--- config.mk ---
export PLATFORM = sky130hd
export DESIGN_NAME = pipe_stall_ctrl
export DESIGN_NICKNAME = d
export VERILOG_FILES = /design/src/rtl/pipe_stall_ctrl.sv
export SDC_FILE = /design/constraint.sdc
export NUM_CORES = 1
export LEC_CHECK = 0
export BUFFER_PORTS_ARGS = -buffer_cell sky130_fd_sc_hd__buf_2
export CORE_MARGIN = 2
export CORE_UTILIZATION = 35
export CTS_CLUSTER_DIAMETER = 100
export DETAILED_ROUTE_END_ITERATION = 12
export GPL_TIMING_DRIVEN = 0
export PLACE_DENSITY = 0.58
export SLEW_MARGIN = 20
export SYNTH_ARGS = -nofsm -noshare
export SYNTH_HDL_FRONTEND = slang
export SYNTH_SLANG_ARGS = --single-unit
export TNS_END_PERCENT = 100
--- constraint.sdc ---
create_clock -name clk -period 3.27 [get_ports clk]
set_input_delay 0.654 -clock clk [delete_from_list [all_inputs] [get_ports clk]]
set_output_delay 0.654 -clock clk [all_outputs]
set_load 0.1 [all_outputs]
--- src/rtl/pipe_stall_ctrl.sv ---
// ---------------------------------------------------------------------------
// pipe_stall_ctrl
// Central stall/flush controller for the 5-stage flowCPU_mips pipeline.
//   - Merges the ID load-use stall, EX multi-cycle ops and exception flushes.
//   - Drives the per-stage hold vector {wb, mem_wb, ex_mem, id_ex, if_id, PC}.
//   - Sequences multi-cycle EX ops with an internal down-counter.
//   - Issues a registered flush pulse with its redirect address to fetch.
// Priority, highest first: flush request > EX multi-cycle > ID load-use.
//
// Optional build macro: PIPE_PERF_EN
//   When defined, adds the stall_cycles and flush_count performance
//   counters (32-bit, saturating, cleared by rst) as extra output ports.
// ---------------------------------------------------------------------------
module pipe_stall_ctrl #(
  parameter int unsigned CYC_W    = 6,
  parameter logic [31:0] RESET_PC = 32'h0000_0000
) (
  input  logic             clk,
  input  logic             rst,
  input  logic             id_stallreq,
  input  logic             ex_mc_start,
  input  logic [CYC_W-1:0] ex_mc_cycles,
  input  logic             flush_req,
  input  logic [31:0]      flush_pc,
  output logic [5:0]       stall,
  output logic             flush,
  output logic [31:0]      new_pc,
  output logic             ex_mc_done,
  output logic             busy
`ifdef PIPE_PERF_EN
  ,
  output logic [31:0]      stall_cycles,
  output logic [31:0]      flush_count
`endif
);

  // Hold patterns: each one freezes the requesting stage and everything
  // upstream of it, while downstream stages keep draining.
  localparam logic [5:0] STALL_NONE = 6'b000000;
  localparam logic [5:0] STALL_ID   = 6'b000111;
  localparam logic [5:0] STALL_EX   = 6'b001111;
  localparam logic [5:0] STALL_ALL  = 6'b111111;

  localparam logic [CYC_W-1:0] CNT_ZERO = {CYC_W{1'b0}};
  localparam logic [CYC_W-1:0] CNT_ONE  = CYC_W'(1);

  typedef enum logic [1:0] {
    ST_IDLE    = 2'd0,
    ST_MC_BUSY = 2'd1,
    ST_FLUSH   = 2'd2
  } state_e;

  state_e           state_q, state_d;
  logic [CYC_W-1:0] cnt_q,   cnt_d;
  logic             flush_q, flush_d;
  logic [31:0]      new_pc_q, new_pc_d;

  // Unmasked combinational outputs; reset masking is applied afterwards.
  logic [5:0]       stall_raw;
  logic             done_raw;

  // Next-state logic plus the combinational stall/done decode.
  always_comb begin
    state_d   = state_q;
    cnt_d     = cnt_q;
    flush_d   = 1'b0;
    new_pc_d  = new_pc_q;
    stall_raw = STALL_NONE;
    done_raw  = 1'b0;

    case (state_q)
      ST_IDLE: begin
        if (flush_req) begin
          // Exception redirect: freeze everything this cycle, then flush.
          stall_raw = STALL_ALL;
          state_d   = ST_FLUSH;
          new_pc_d  = flush_pc;
          flush_d   = 1'b1;
        end else if (ex_mc_start) begin
          if (ex_mc_cycles != CNT_ZERO) begin
            // This cycle is the first of N held cycles, so N-1 remain.
            stall_raw = STALL_EX;
            cnt_d     = ex_mc_cycles - CNT_ONE;
            state_d   = ST_MC_BUSY;
          end else begin
            // Zero-length op completes immediately without holding.
            done_raw  = 1'b1;
          end
        end else if (id_stallreq) begin
          stall_raw = STALL_ID;
        end else begin
          stall_raw = STALL_NONE;
        end
      end

      ST_MC_BUSY: begin
        if (flush_req) begin
          // Abort the multi-cycle op; its result is discarded.
          stall_raw = STALL_ALL;
          cnt_d     = CNT_ZERO;
          state_d   = ST_FLUSH;
          new_pc_d  = flush_pc;
          flush_d   = 1'b1;
        end else if (cnt_q != CNT_ZERO) begin
          // The EX hold already covers the ID load-use hazard.
          stall_raw = STALL_EX;
          cnt_d     = cnt_q - CNT_ONE;
        end else begin
          // Last cycle: release the pipe so the EX result advances.
          // A new ex_mc_start is deliberately not accepted here.
          done_raw  = 1'b1;
          stall_raw = STALL_NONE;
          state_d   = ST_IDLE;
        end
      end

      ST_FLUSH: begin
        if (flush_req) begin
          // A newer redirect replaces the pending one and extends the flush.
          new_pc_d = flush_pc;
          flush_d  = 1'b1;
          state_d  = ST_FLUSH;
        end else begin
          flush_d  = 1'b0;
          state_d  = ST_IDLE;
        end
      end

      default: begin
        state_d = ST_IDLE;
        cnt_d   = CNT_ZERO;
        flush_d = 1'b0;
      end
    endcase
  end

  // State, counter and registered flush/new_pc outputs.
  always_ff @(posedge clk) begin
    if (rst) begin
      state_q  <= ST_IDLE;
      cnt_q    <= CNT_ZERO;
      flush_q  <= 1'b0;
      new_pc_q <= RESET_PC;
    end else begin
      state_q  <= state_d;
      cnt_q    <= cnt_d;
      flush_q  <= flush_d;
      new_pc_q <= new_pc_d;
    end
  end

  // Combinational outputs are forced quiet while reset is asserted so an
  // interrupted op never produces a spurious done or hold.
  always_comb begin
    if (rst) begin
      stall      = STALL_NONE;
      ex_mc_done = 1'b0;
      busy       = 1'b0;
    end else begin
      stall      = stall_raw;
      ex_mc_done = done_raw;
      busy       = (state_q != ST_IDLE);
    end
  end

  assign flush  = flush_q;
  assign new_pc = new_pc_q;

`ifdef PIPE_PERF_EN
  logic [31:0] stall_cycles_q;
  logic [31:0] flush_count_q;

  // Saturating increment: holds at all-ones instead of wrapping.
  function automatic logic [31:0] sat_inc(input logic [31:0] val);
    if (val == 32'hFFFF_FFFF) begin
      sat_inc = val;
    end else begin
      sat_inc = val + 32'd1;
    end
  endfunction

  // Performance counters for stalled cycles and flush cycles.
  always_ff @(posedge clk) begin
    if (rst) begin
      stall_cycles_q <= 32'd0;
      flush_count_q  <= 32'd0;
    end else begin
      if (stall != STALL_NONE) begin
        stall_cycles_q <= sat_inc(stall_cycles_q);
      end else begin
        stall_cycles_q <= stall_cycles_q;
      end
      if (flush_q) begin
        flush_count_q <= sat_inc(flush_count_q);
      end else begin
        flush_count_q <= flush_count_q;
      end
    end
  end

  assign stall_cycles = stall_cycles_q;
  assign flush_count  = flush_count_q;
`endif

endmodule

==> results.cfg <==
[status]
status = completed

[global_routing]
grt.overflow.total = 0
grt_pass1_vias = 1737
grt_max_degree = 12
grt_use_total = 0.160
grt_pass1_wl_mm = 7.92
antenna_found_initial = 0

[place]
routabilityCongestion = 0.733
hpwl_mm = 3.47
numPortBuffers = 81
place_area_mm2 = 0.00241

[layout]
drive_above_1_share = 0.308
fill_cells = 555
diodes = 0
area_growth_syn_to_layout_pct = 32.1
finalNetCount = 383
multi_input_area_um2 = 971
seq_area_um2 = 821
fin_area_mm2 = 0.00251

[drt]
ant_nets = 0
drt_wl_total_mm = 4.62
via_count = 1864
wl_per_cell_um = 11.4
first_pass_iters = 4
viasPerCell = 4.61
remaining_drc_errors = 0
drtIter0Drc = 82

[clocking]
root_buffer = clkbuf_8
tritoncts = yes
hold_buffers = 0
worstSkewPairLatency_ns = 0.28
clk_pin_slew_worst_paths_ns = 0.07
clk_path_buf_depth = 2
cts_resized = 0
numCtsBuffers = 5
htree_levels = 2
cts_setup_buffers = 0
clock_sinks = 41

[hold_path]
hold_depth = 2
hold_class = flip-flop to flip-flop

[worst_setup_path]
critPathRequiredTime_ns = 2.62
worstSetupEndpointType = primary output
worstSetupPathType = input port to primary output
critical_path_peak_fanout = 5
crit_arrival_ns = 2.44
start_kind = input port
reg2reg_depth = 9

[timing]
rsz0062_at_grt = false
drv_slew = 0
layout_min_cycle_time_ns = 3.10
finalHoldViolCount = 0
slew_headroom = 0.626
setup_viol = 0
tns_ns = 0
worst_slew_pin_slew_ns = 0.561
fin_skew_ns = 0.00249
max_freq_mhz = 323
timing.final.crit_share = 0.947

[logic_synthesis]
synthDominantCellAreaShare = 0.433
synthTopCellsByArea = dfxtp_1 43%, nand2_1 13%, a21oi_1 11%
yosysMostFrequentCell = nand2_1
ys_ff_latch = 41
synth-async-reset-ratio = 0
synth_commonest_cells = 65 x nand2_1, 41 x dfxtp_1, 40 x a21oi_1, 16 x clkbuf_1, 15 x nor2_1
synth_edf_count = 0
synth_warnings = 0
netlist_area_mm2 = 0.00190
yosysTopAreaCell = dfxtp_1
yosysUniqueCellTypes = 33
synthFlopType = dfxtp_1
synthCells = 246
seq_area_frac_synth = 0.433
syn_avg_cell_area_um2 = 7.71
syn_nets = 295

[pwr]
p_per_area_mw_per_mm2 = 534
ir_drop_mv = 0.234
power.leakage_uw = 0.00115

[floorplanning]
design.core.area_mm2 = 0.00517
dieHeight_um = 77.6
die-area_mm2 = 0.00602
die_x_um = 77.6
rows = 26
ios = 84
initial_core_util = 0.367

[job]
drv_cap = 0
-- stage by stage --
stage	worst slack [ns]	util	power, uW	std cells	hold slack, ns
6_report	0.172	0.485	1340	404	0.451
5_1_grt	0.0671	0.485	1420	404	0.468
4_1_cts	0.0904	0.484	1360	404	0.454
3_5_place_dp	0.0951	0.467	1030	397	0.444
3_3_place_gp	0.108	0.467	1030	397	0.439
2_1_floorplan	-0.0364	-	938	246	0.449
-- layout make-up --
type,count,share of cell area
buffer,21,0.0419
timing repair buffer,81,0.162
inverter,8,0.0120
clock buffer,7,0.0344
sequential,41,0.328
multi-input combinational,176,0.387
tap,70,0.0349
-- sequential cells by signal (all words and copies together) (netlist names) --
register / cells
new_pc: 32
flush: 1
state_q: 2
cnt_q: 6
-- layout by cell type, fill, tap and decap left out, drive strengths merged, types with 6 or more instances in the layout --
cell | synthesis | layout
dfxtp | 41 | 41
o21ai | 9 | 9
clkbuf | 16 | 23
nand2 | 65 | 65
nor2 | 15 | 15
ha | 6 | 6
nand2b | 7 | 7
buf | 5 | 86
inv | 8 | 8
a21oi | 40 | 40
-- worst max-delay path: stages --
cell and delay, ns:
buf_2 0.11, inv_1 0.05, ha_1 0.17, nand2b_1 0.16, o41a_1 0.43, o31ai_2 0.32, a21oi_4 0.10, buf_4 0.15
buf_2 0.28
-- per-layer routing --
layer  track usage  share of wire  vias to the layer above
li1              -              -                      995
met4        0.0643          0.017                        0
met1         0.203           0.46                      814
met2         0.263           0.47                       49
met5             0              0                        -
met3        0.0349          0.053                        6
-- power breakdown --
part	leakage (uW)	internal, uW	switching (uW)
sequential	0.000338	533	18.3
clock	0.0000443	167	155
combinational	0.000767	110	355
total	0.00115	810	529
-- kinds of logic after synthesis --
| kind of cell | share of synthesized area |
|---|---|
| xor+xnor | 0.00924 |
| flops | 0.433 |
| compound gates | 0.212 |
| fa+ha+maj | 0.0396 |
| buf+inv | 0.0712 |
| simple gates | 0.235 |
-- path summary, 6_finish.rpt --
| kind | startpoint | to | slack [ns] |
|---|---|---|---|
| worst max-delay path | ex_mc_cycles[0] | stall[1] | 0.17 |
| worst min-delay path | new_pc[1]$_SDFFE_PP0P_ | new_pc[1]$_SDFFE_PP0P_ | 0.45 |
| worst max register to register | state_q[0]$_SDFFE_PP0P_ | cnt_q[3]$_SDFFE_PP0P_ | 1.19 |
| worst min register to register | new_pc[1]$_SDFFE_PP0P_ | new_pc[1]$_SDFFE_PP0P_ | 0.45 |
(Power assumes the default switching activity.)
